<file path="config.mk">
export PLATFORM = sky130hd
export DESIGN_NAME = pll_loop_filter
export DESIGN_NICKNAME = d
export VERILOG_FILES = /design/src/rtl/pll_loop_filter.sv
export SDC_FILE = /design/constraint.sdc
export NUM_CORES = 1
export LEC_CHECK = 0
export CAP_MARGIN = 20
export CELL_PAD_IN_SITES_DETAIL_PLACEMENT = 0
export CELL_PAD_IN_SITES_GLOBAL_PLACEMENT = 2
export CORE_ASPECT_RATIO = 1.2
export CORE_UTILIZATION = 40
export DETAILED_ROUTE_END_ITERATION = 7
export GPL_TIMING_DRIVEN = 0
export PLACE_DENSITY_LB_ADDON = 0.1
export REMOVE_ABC_BUFFERS = 1
export SYNTH_ARGS = -nofsm -noshare
export SYNTH_HDL_FRONTEND = slang
export SYNTH_SLANG_ARGS = --single-unit
</file>
<file path="constraint.sdc">
create_clock -name CLK -period 4.6 [get_ports CLK]
set_input_delay 1.38 -clock CLK [delete_from_list [all_inputs] [get_ports CLK]]
set_output_delay 1.38 -clock CLK [all_outputs]
set_load 0.01 [all_outputs]
</file>
<file path="src/rtl/pll_loop_filter.sv">
// ---------------------------------------------------------------------------
// pll_loop_filter
//
// Proportional-integral loop filter for the all-digital PLL. Converts signed
// phase-error samples into the unsigned DCO tuning word, sequences DCO
// startup (OFF -> SETTLE -> TRACK) and reports lock.
//
// Ports:
//   CLK         system clock
//   nRST        asynchronous active-low reset
//   start       level, 1 = run the loop, 0 = stop and return to initial state
//   freeze      level, 1 = ignore error samples and hold integrator/lock state
//   err_valid   one-cycle strobe qualifying err
//   err         signed phase error (ERRLEN bits)
//   d_out       DCO tuning word (BITLEN bits)
//   d_valid     one-cycle pulse, d_out was just updated
//   dco_enable  DCO enable
//   locked      lock indicator
//
// Datapath: stage 1 updates the integrator I (BITLEN+FRAC bits, unsigned,
// saturating); stage 2 adds the proportional term of the same sample to the
// integer part of the freshly updated I and clamps into the tuning word.
// ---------------------------------------------------------------------------
module pll_loop_filter #(
  parameter int BITLEN        = 16,
  parameter int ERRLEN        = 8,
  parameter int FRAC          = 8,
  parameter int KP_SHIFT      = 2,
  parameter int KI_SHIFT      = 6,
  parameter logic [BITLEN-1:0] INIT_CODE = {1'b1, {(BITLEN-1){1'b0}}},
  parameter int SETTLE_CYCLES = 16,
  parameter int LOCK_THRESH   = 2,
  parameter int LOCK_COUNT    = 64
) (
  input  logic                     CLK,
  input  logic                     nRST,
  input  logic                     start,
  input  logic                     freeze,
  input  logic                     err_valid,
  input  logic signed [ERRLEN-1:0] err,
  output logic [BITLEN-1:0]        d_out,
  output logic                     d_valid,
  output logic                     dco_enable,
  output logic                     locked
);

  localparam int IW     = BITLEN + FRAC;     // integrator width
  localparam int SW     = IW + 2;            // signed integrator sum width
  localparam int DW     = BITLEN + 2;        // signed output sum width
  localparam int EW1    = ERRLEN + 1;        // magnitude width (holds |min|)
  localparam int CW     = $clog2(LOCK_COUNT + 1);
  localparam int SCW    = $clog2(SETTLE_CYCLES + 1);
  localparam int KI_LSH = FRAC - KI_SHIFT;

  localparam logic [IW-1:0]  INIT_INTEG = {INIT_CODE, {FRAC{1'b0}}};
  localparam logic [CW-1:0]  LOCK_MAX   = CW'(LOCK_COUNT);
  localparam logic [EW1-1:0] THRESH     = EW1'(LOCK_THRESH);
  localparam logic [SCW-1:0] SETTLE_LD  = SCW'(SETTLE_CYCLES);

  typedef enum logic [1:0] {
    ST_OFF,
    ST_SETTLE,
    ST_TRACK
  } state_t;

  state_t                   state_reg, state_next;
  logic [SCW-1:0]           settle_reg, settle_next;
  logic [IW-1:0]            integ_reg;
  logic signed [ERRLEN-1:0] err_q_reg;
  logic                     v1_reg;
  logic [CW-1:0]            lock_cnt_reg;

  logic                     accept;
  logic signed [SW-1:0]     err_ext;
  logic signed [SW-1:0]     integ_sum;
  logic [IW-1:0]            integ_sat;
  logic signed [DW-1:0]     prop_ext;
  logic signed [DW-1:0]     d_sum;
  logic [BITLEN-1:0]        d_sat;
  logic signed [EW1-1:0]    err_wide;
  logic [EW1-1:0]           err_mag;
  logic                     in_band;
  logic [CW-1:0]            lock_cnt_inc;

  // ---------------------------------------------------------------------
  // Startup sequencer: next-state logic. Dropping start overrides everything.
  // ---------------------------------------------------------------------
  always_comb begin
    state_next  = state_reg;
    settle_next = settle_reg;
    case (state_reg)
      ST_OFF: begin
        if (start) begin
          state_next  = ST_SETTLE;
          settle_next = SETTLE_LD;
        end
      end
      ST_SETTLE: begin
        // Counter reaches zero on the same edge that enters TRACK, so the
        // DCO runs exactly SETTLE_CYCLES cycles before tracking.
        settle_next = settle_reg - 1'b1;
        if (settle_reg <= SCW'(1)) begin
          state_next = ST_TRACK;
        end
      end
      ST_TRACK: begin
        state_next = ST_TRACK;
      end
      default: begin
        state_next = ST_OFF;
      end
    endcase
    if (!start) begin
      state_next  = ST_OFF;
      settle_next = '0;
    end
  end

  // A sample is taken only while tracking, running and not frozen.
  assign accept = (state_reg == ST_TRACK) && start && !freeze && err_valid;

  // ---------------------------------------------------------------------
  // Stage-1 integrator sum, saturated to [0, 2^IW-1]. Two guard bits keep
  // both underflow (sign bit) and overflow (bit SW-2) visible.
  // ---------------------------------------------------------------------
  always_comb begin
    err_ext   = $signed({{(SW-ERRLEN){err[ERRLEN-1]}}, err}) <<< KI_LSH;
    integ_sum = $signed({2'b00, integ_reg}) + err_ext;
    if (integ_sum[SW-1]) begin
      integ_sat = '0;
    end else if (integ_sum[SW-2]) begin
      integ_sat = '1;
    end else begin
      integ_sat = integ_sum[IW-1:0];
    end
  end

  // ---------------------------------------------------------------------
  // Stage-2 output: integer part of the updated integrator plus the
  // proportional term of the registered sample, clamped to the code range.
  // ---------------------------------------------------------------------
  always_comb begin
    prop_ext = $signed({{(DW-ERRLEN){err_q_reg[ERRLEN-1]}}, err_q_reg}) <<< KP_SHIFT;
    d_sum    = $signed({2'b00, integ_reg[IW-1:FRAC]}) + prop_ext;
    if (d_sum[DW-1]) begin
      d_sat = '0;
    end else if (d_sum[DW-2]) begin
      d_sat = '1;
    end else begin
      d_sat = d_sum[BITLEN-1:0];
    end
  end

  // ---------------------------------------------------------------------
  // Lock detector inputs. The magnitude is taken one bit wider so the most
  // negative error keeps its true size instead of wrapping.
  // ---------------------------------------------------------------------
  always_comb begin
    err_wide     = $signed({err[ERRLEN-1], err});
    err_mag      = err_wide[EW1-1] ? EW1'(-err_wide) : EW1'(err_wide);
    in_band      = (err_mag <= THRESH);
    lock_cnt_inc = (lock_cnt_reg == LOCK_MAX) ? lock_cnt_reg : lock_cnt_reg + 1'b1;
  end

  // ---------------------------------------------------------------------
  // State registers
  // ---------------------------------------------------------------------
  always_ff @(posedge CLK or negedge nRST) begin
    if (!nRST) begin
      state_reg    <= ST_OFF;
      settle_reg   <= '0;
      dco_enable   <= 1'b0;
      integ_reg    <= INIT_INTEG;
      err_q_reg    <= '0;
      v1_reg       <= 1'b0;
      d_out        <= INIT_CODE;
      d_valid      <= 1'b0;
      lock_cnt_reg <= '0;
      locked       <= 1'b0;
    end else begin
      state_reg  <= state_next;
      settle_reg <= settle_next;
      dco_enable <= (state_next != ST_OFF);
      if (!start) begin
        // Stop discards any pending stage-2 result and any new sample.
        integ_reg    <= INIT_INTEG;
        v1_reg       <= 1'b0;
        d_out        <= INIT_CODE;
        d_valid      <= 1'b0;
        lock_cnt_reg <= '0;
        locked       <= 1'b0;
      end else begin
        v1_reg  <= accept;
        d_valid <= v1_reg;
        if (v1_reg) begin
          d_out <= d_sat;
        end
        if (accept) begin
          err_q_reg <= err;
          integ_reg <= integ_sat;
          if (in_band) begin
            lock_cnt_reg <= lock_cnt_inc;
            locked       <= (lock_cnt_inc == LOCK_MAX);
          end else begin
            lock_cnt_reg <= '0;
            locked       <= 1'b0;
          end
        end
      end
    end
  end

endmodule

</file>
Word level (Yosys, flattened, before mapping) --
Index checks and enable logic that the tools add are counted.
Operators by class: magnitude comparators 2, eq/ne operators 7, muxes and demuxes 23, add/sub/neg operators 5, reduce and logical (&&, ||, !) cells 7
Operators by type and width (count):
- 24-bit 2-to-1 mux | 4
- 16-bit 2-to-1 mux | 4
- 7-bit 2-to-1 mux | 4
- 25-bit by 10-bit adder with 26-bit output | 1
- 17-bit by 10-bit adder with 18-bit output | 1
- 7-bit equality test (second input constant) | 2
- 5-bit case mux with 2 select lines | 1
- 9-bit by 2-bit less-or-equal comparator with 1-bit output (second input constant) | 1
- 9-bit 2-to-1 mux | 1
- 8-bit negation with 9-bit output | 1
- 7-bit by 1-bit adder with 7-bit output (second input constant) | 1
- 2-bit case mux with 3 select lines | 1
- 5-bit by 1-bit less-or-equal comparator with 1-bit output (second input constant) | 1
- 1-bit 2-to-1 mux | 5
- 5-bit 2-to-1 mux | 1
- 5-bit by 1-bit subtractor with 5-bit output (second input constant) | 1
- 2-bit 2-to-1 mux | 2
- 2-bit by 1-bit inequality test with 1-bit output (second input constant) | 2
- 1-bit logical AND | 3
- 3-bit by 1-bit inequality test with 1-bit output (second input constant) | 1
- 2-bit by 1-bit equality test with 1-bit output (second input constant) | 1
- 2-bit equality test (second input constant) | 1
- 2-bit zero test | 1
- 2-bit AND reduction | 1
- other kinds (2) | 2
Word-level totals: input port bits 13, register bits after elaboration 66, word-level logic and storage cells 54, output and inout port bits 19

Longest topological paths before layout --
Gate-level depths: netlist (run 1).
depth in word-level cells 6, gate-level depth with buffers 11

Least setup slack after synthesis (run 1) --
Ideal clock, no wire load.
path kind input -> register, start input err[0], end register integ_reg[19], setup slack 0.786 ns, buffers on the path 1, arrival time 3.747 ns, cell stages on the path 11, setup time 0.066 ns, cell sequence ha_1 fa_1 a21oi_1 nor2_1 o31ai_1 a21oi_1 o21a_1 o211ai_1 a21boi_4 buf_6 a221o_1
Between the ends: longest elaborated chain between the ends 5
Ends and longest elaborated chain:
- start: declaration | line 40 | input logic signed [ERRLEN-1:0] err,
- 25-bit by 10-bit adder with 26-bit output (*) | line 128 | integ_sum = $signed({2'b00, integ_reg}) + err_ext;
- 24-bit 2-to-1 mux | line 131 | end else if (integ_sum[SW-2]) begin
- 24-bit 2-to-1 mux (*) | line 129 | if (integ_sum[SW-1]) begin
- 24-bit 2-to-1 mux (*) | line 198 | if (accept) begin
- 24-bit 2-to-1 mux (*) | line 184 | if (!start) begin
- end signal: assignment | line 200 | integ_reg <= integ_sat;
- end: declaration | line 68 | logic [IW-1:0] integ_reg;
Mark *: on every way between the ends. The rest lies on a longest branch, timed or not. The select of a mux whose other input is x is not followed. A chain may end at the register's enable or synchronous reset.

Final worst setup path (run 1) --
start input err[0], end register integ_reg[8]
The elaborated chain is that of the path after synthesis.

==> results of run 1 <==
## path summary, 6_finish.rpt
path / cells past startpoint / slack (ns) / end / from
worst max register to register: 11 / 1.41 / integ_reg[8] / integ_reg[2]
worst min register to register: 2 / 0.48 / locked / locked
worst min-delay path: 2 / 0.48 / locked / locked
max in group asynchronous: 1 / 2.90 / err_q_reg[7] / nRST
min in group asynchronous: 1 / 1.13 / settle_reg[4] / nRST
worst max-delay path: 12 / 0.19 / integ_reg[8] / err[0]
## per-layer routing
metal / global-route usage / vias to the layer above
met3: 0.0328 / 8
met4: 0.0607 / 0
met2: 0.316 / 48
li1: - / 2037
met5: 0 / -
met1: 0.259 / 1915
## cells in the mapped netlist (all sizes together) (3+ instances only)
| cell | n | area [um^2] |
|---|---|---|
| o21a | 4 | 30.0 |
| o31ai | 5 | 37.5 |
| a31oi | 7 | 50.1 |
| dfrtp | 62 | 1550 |
| nand2b | 9 | 56.3 |
| nand3 | 16 | 85.1 |
| nor3 | 14 | 70.1 |
| xor2 | 14 | 123 |
| ha | 43 | 538 |
| clkbuf | 14 | 52.6 |
| and2 | 5 | 31.3 |
| a221o | 19 | 199 |
| a211oi | 3 | 22.5 |
| nand4 | 4 | 25.0 |
| or3 | 7 | 45.1 |
| a21boi | 4 | 41.3 |
| a21o | 13 | 98.9 |
| nor2 | 45 | 169 |
| inv | 17 | 63.8 |
| o21ai | 46 | 230 |
| a21oi | 34 | 170 |
| o211ai | 7 | 57.6 |
| a2111oi | 3 | 26.3 |
| nor2b | 11 | 68.8 |
| xnor2 | 20 | 175 |
| and3 | 10 | 62.6 |
| o21bai | 4 | 33.8 |
| nand2 | 72 | 278 |
## critical path, delay by kind of cell
family                     cells  cell delay [ns]
buffers and inverters          2             0.65
AOI/OAI and AO/OA              7             1.84
and+or+nand+nor                1             0.10
adders and majority gates      2             0.70
## where the power goes
group | internal (mW) | leakage, nW | switching, mW
logic | 0.270 | 1.59 | 0.366
registers | 0.616 | 0.870 | 0.0609
clock network | 0.431 | 0.152 | 0.249
total | 1.32 | 2.61 | 0.676
## cell type report
cell class | instances | area, um^2
clock buffers | 10 | 239
clock inverters | 6 | 58.8
fillers | 1119 | 6020
inverters | 18 | 67.6
multi-input cells | 446 | 3010
flip-flops and latches | 64 | 1600
well taps | 157 | 196
repair buffers | 35 | 372
## timing repair
item                       CTS  global route
buffers inserted             1             0
setup endpoints to repair   22            17
hold endpoints to repair     0             0
pin swaps                    0             0
resized for setup            3             1
## through the flow
| step | hold slack, ns | util | power [mW] | setup slack [ns] | cells |
|---|---|---|---|---|---|
| final | 0.476 | 0.479 | 1.99 | 0.193 | 736 |
| after global routing | 0.507 | 0.479 | 2.13 | 0.0147 | 736 |
| after CTS | 0.482 | 0.478 | 2.01 | 0.0690 | 735 |
| after detailed placement | 0.470 | 0.451 | 1.33 | -0.986 | 718 |
| after global placement | 0.451 | 0.448 | 1.30 | -0.921 | 716 |
| after floorplan | 0.450 | - | 1.15 | 0.784 | 528 |
## kinds of logic after synthesis
logic type / count (synthesis) / synth area share
and+or+nand+nor: 201 / 0.200
AOI/OAI and AO/OA: 164 / 0.243
DFF: 64 / 0.338
adders and majority gates: 45 / 0.122
xor gates and xnor gates: 34 / 0.0627
buffers and inverters: 34 / 0.0300
muxes: 2 / 0.00422
==> impl_metrics.csv, run 1 <==
group,metric,value,unit
finish,layout.cells.most_common_list,"nand2_1, dfrtp_1, o21ai_0",
routing,vias,4008,
cts,cts_root_buf,"clkbuf_16",
finish,largest_register_ff_count,22,
setup_path,cp-end-kind,"flop",
sta,final-max-slew-violation-count,0,
cts,cts.sinks,64,
finish,final_area,5540,um^2
global_routing,grtUsageTotal,0.193,
floorplan,start_util,0.410,
floorplan,die_h,121,um
sta,fin_crit_sh,0.958,
setup_path,worstPathArrival,4.68,ns
sta,slew_headroom,0.444,
cts,tritoncts,"yes",
synth,syn-instance-count,544,
finish,antenna_cells,0,
setup_path,slowest_delay,0.49,ns
finish,nets,632,
routing,ant_nets,0,
finish,layout_commonest_cell,"nand2_1",
routing,dr_wl_met3,292,um
setup_path,cp_common_cell,"a21oi_1",
synth,synth_ff_type,"dfrtp_1",
finish,syn2layout_area_growth,16.8,%
power_and_ir_drop,p_leak,2.61,nW
power_and_ir_drop,max-vdd-ir-drop,0.000156,V
sta,tightest_slew,0.834,ns
sta,fin_crit,4.41,ns
sta,clock.fmax,227,MHz
run_status,outcome,"complete, no violations",
cts,holdBufCountCts,0,
finish,layout-drive-gt1-share,0.0777,
routing,top_layer,"met4",
cts,clk_pin_slew,0.06,ns
global_routing,grt_max_degree,65,
cts,cts_buffer_depth,2,
sta,fin_tns_setup,0,ns
sta,setup_violations,0,
routing,drc,0,
floorplan,die_x,101,um
routing,wl_met1,5.38,mm
synth,ys_warn_count,0,
floorplan,design.portCount,32,
sta,hold_viol,0,
synth,synth_edf_count,0,
synth,yosysSeqAreaShare,0.338,
routing,first_pass_iters,4,
floorplan,die-area,12300,um^2
placed_design,postPlaceCellArea,5210,um^2
placed_design,dp_hpwl,8.40,mm
hold_path,hold_class,"flop to flop",
sta,rsz0062_at_grt,"false",
setup_path,critPathRequiredTime,4.87,ns
floorplan,core_area,11600,um^2
floorplan,rows,43,
setup_path,critical_path.startpoint_type,"primary input",
routing,routedWlPerCell,15.1,um
setup_path,path_cells,"clkdlybuf4s50_1, ha_1, fa_1, a21oi_1, nor2_1, o31ai_2, a21oi_1, o21a_1, o211ai_1, a21boi_4, buf_12, a221o_1",
global_routing,grt_pass1_wl,18.6,mm
sta,clock-skew-final,0.00591,ns
routing,met2WireLength,5.28,mm
synth,synth_cell_types,58,
setup_path,crit_path_max_fanout,17,
routing,first_iter_violations,116,
global_routing,grt_pass1_vias,3802,
cts,cts_made_buffers,9,
cts,cts-htree-levels,3,
global_routing,overflow,0,
placed_design,place_congestion,0.781,
synth,avgSynthCellArea,8.73,um^2
routing,vias_per_cell,5.45,
power_and_ir_drop,power_density,360,nW/um^2
synth,ys_seq_elements,64,
cts,clk-insertion-delay-late,0.33,ns
synth,syn_area,4750,um^2
setup_path,criticalPathCategory,"primary input to flop",
placed_design,io_buffers,31,
setup_path,cp_slowest_cell,"clkdlybuf4s50_1",
routing,wl,11.1,mm
synth,async_flop_share,1.00,
global_routing,antenna_found_initial,0,
job,cap_violations,0,
No activity file was read; power rests on OpenSTA's default activity.
==> run 2, diff against run 1 <==
--- a/config.mk
+++ b/config.mk
@@ -8,10 +8,11 @@
 export CAP_MARGIN = 20
 export CELL_PAD_IN_SITES_DETAIL_PLACEMENT = 0
 export CELL_PAD_IN_SITES_GLOBAL_PLACEMENT = 2
-export CORE_ASPECT_RATIO = 1.2
+export CORE_ASPECT_RATIO = 1.75
 export CORE_UTILIZATION = 40
 export DETAILED_ROUTE_END_ITERATION = 7
 export GPL_TIMING_DRIVEN = 0
+export MAX_ROUTING_LAYER = met4
 export PLACE_DENSITY_LB_ADDON = 0.1
 export REMOVE_ABC_BUFFERS = 1
 export SYNTH_ARGS = -nofsm -noshare
==> run 2 against run 1 <==
  * The run now ends with DRC left
  * Global-route usage up 1.0 points
  * Core utilization down 0.068 points
  * Via count up 1.5%
  * Critical path depth up 1
  * Register-to-register slack about the same
  * Combinational power about the same
  * Clock power up 6.8%
  * First-iteration DRC count up 23%
  * Clock skew down 0.0010 ns
==> impl_metrics.csv, run 2 (synthesis results as in run 1) <==
group,metric,value,unit
run_status,outcome,"finished with violations",
run_status,violations,"DRC",
finish,layout_commonest_cell,"nand2_1",
power_and_ir_drop,max-vdd-ir-drop,0.000156,V
routing,wl,11.5,mm
routing,vias,4069,
setup_path,reg2reg_from,"integ_reg[2]",
floorplan,die_h,146,um
setup_path,rr_worst_depth,12,
hold_path,hold_end,"locked",
routing,vias_per_cell,5.68,
cts,cts_root_buf,"clkbuf_16",
floorplan,die-area,12300,um^2
global_routing,grtUsageTotal,0.203,
setup_path,reg2reg_setup_slack,1.41,ns
cts,clk_pin_slew,0.06,ns
finish,nets,634,
sta,final-max-slew-violation-count,0,
setup_path,crit_path_max_fanout,17,
floorplan,die_x,84.4,um
finish,final_cell_count_no_fill,716,
sta,fin_crit_sh,0.955,
global_routing,grt_max_degree,65,
setup_path,cp_slowest_cell,"clkdlybuf4s50_1",
cts,tritoncts,"yes",
finish,syn2layout_area_growth,16.7,%
hold_path,hold_class,"flop to flop",
routing,routedWlPerCell,16.1,um
routing,first_iter_violations,143,
hold_path,hold_depth,2,
global_routing,overflow,0,
global_routing,grt_pass1_vias,3877,
floorplan,rows,52,
routing,wl_met1,4.73,mm
finish,layout-drive-gt1-share,0.0809,
sta,tightest_slew,0.814,ns
sta,clock-skew-final,0.00487,ns
global_routing,antenna_found_initial,0,
routing,drc,4,
sta,rsz0062_at_grt,"false",
cts,cts_buffer_depth,2,
placed_design,placedCellCount,696,
hold_path,min_from,"locked",
routing,met2WireLength,6.24,mm
routing,ant_nets,0,
cts,clk-insertion-delay-late,0.33,ns
cts,cts_made_buffers,9,
sta,setup_violations,0,
placed_design,io_buffers,31,
finish,layout.cells.most_common_list,"nand2_1, dfrtp_1, o21ai_0",
power_and_ir_drop,p_total,2.04,mW
power_and_ir_drop,power_density,369,nW/um^2
setup_path,rr_endpoint,"integ_reg[11]",
cts,cts.sinks,64,
setup_path,path_cells,"clkdlybuf4s50_1, ha_1, fa_1, a21oi_1, nor2_1, o31ai_2, a21oi_1, o211ai_1, o211ai_1, buf_4, a21boi_4, buf_12, a221o_2",
setup_path,cp-end-kind,"flop",
finish,largest_register_ff_count,22,
routing,dr_wl_met3,209,um
setup_path,slowest_delay,0.49,ns
sta,finalWorstSetupSlack,0.208,ns
sta,slew_headroom,0.457,
global_routing,grt_pass1_wl,19.2,mm
floorplan,core_area,11600,um^2
routing,top_layer,"met4",
finish,antenna_cells,0,
cts,cts-htree-levels,3,
sta,whs,0.463,ns
job,cap_violations,0,
floorplan,design.portCount,32,
floorplan,start_util,0.410,
routing,first_pass_iters,8,
setup_path,critPathRequiredTime,4.81,ns
setup_path,worstPathArrival,4.60,ns
setup_path,critical_path.startpoint_type,"primary input",
sta,hold_viol,0,
sta,fin_crit,4.39,ns
placed_design,dp_hpwl,8.96,mm
placed_design,pre_cts_ws,-0.902,ns
setup_path,criticalPathCategory,"primary input to flop",
power_and_ir_drop,p_leak,2.62,nW
placed_design,place_congestion,0.814,
sta,clock.fmax,228,MHz
==> run 2: cell types whose count changed in the layout (fill, tap and decap cells not counted) <==
cell,change
buf_4,+2
buf_8,+1
clkinv_2,-2
bufinv_16,+1
clkbuf_8,-1
clkinv_4,+2
buf_16,-1
==> run 2: worst max path at each step <==
stage / from / end / cells after the start
4_1_cts: err[0] / integ_reg[3] / 12
3_5_place_dp: err[7] / integ_reg[2] / 10
6_report: err[0] / integ_reg[11] / 13
2_1_floorplan: err[0] / integ_reg[10] / 10
3_3_place_gp: err[7] / integ_reg[12] / 10
5_1_grt: err[0] / integ_reg[10] / 13
==> run 2: critical path: cells and delay by family <==
family          cells  cell delay, ns
simple gates        1            0.11
buf+inv             3            0.81
compound gates      7            1.63
fa+ha+maj           2            0.68
==> run 2: timing repair <==
item,in CTS,in global routing
gates resized for setup,4,0
setup buffers,1,2
cloned,0,0
hold endpoints to repair,0,0
hold buffers,0,0
pin swaps,0,1
setup endpoints to repair,22,17
==> run 2: layout make-up <==
class,count,area (um^2)
timing repair buffer,37,374
multi-input combinational,446,3010
fill,1138,6040
clock inverter,7,96.3
tap,135,169
sequential,64,1600
inverter,18,67.6
clock buffer,9,225
==> run 2: per-layer routing <==
layer  up-vias  track usage
met5         -            -
met3        10       0.0288
li1       2059            -
met4         0       0.0907
met2        38        0.359
met1      1962        0.226
==> run 2: power by group <==
group          total (mW)  switching [mW]  internal, mW  leakage (nW)
clock               0.726           0.251         0.474         0.159
combinational       0.639           0.368         0.271          1.59
sequential          0.677          0.0613         0.616         0.870
total                2.04           0.680          1.36          2.62
==> run 2: stage by stage <==
| step | utilization | setup TNS (ns) | instance area, um^2 |
|---|---|---|---|
| after floorplan | - | 0 | 4670 |
| after global placement | 0.445 | -17.20 | 5150 |
| after detailed placement | 0.447 | -17.30 | 5170 |
| after CTS | 0.477 | 0 | 5520 |
| after global routing | 0.479 | 0 | 5540 |
| final | 0.479 | 0 | 5540 |
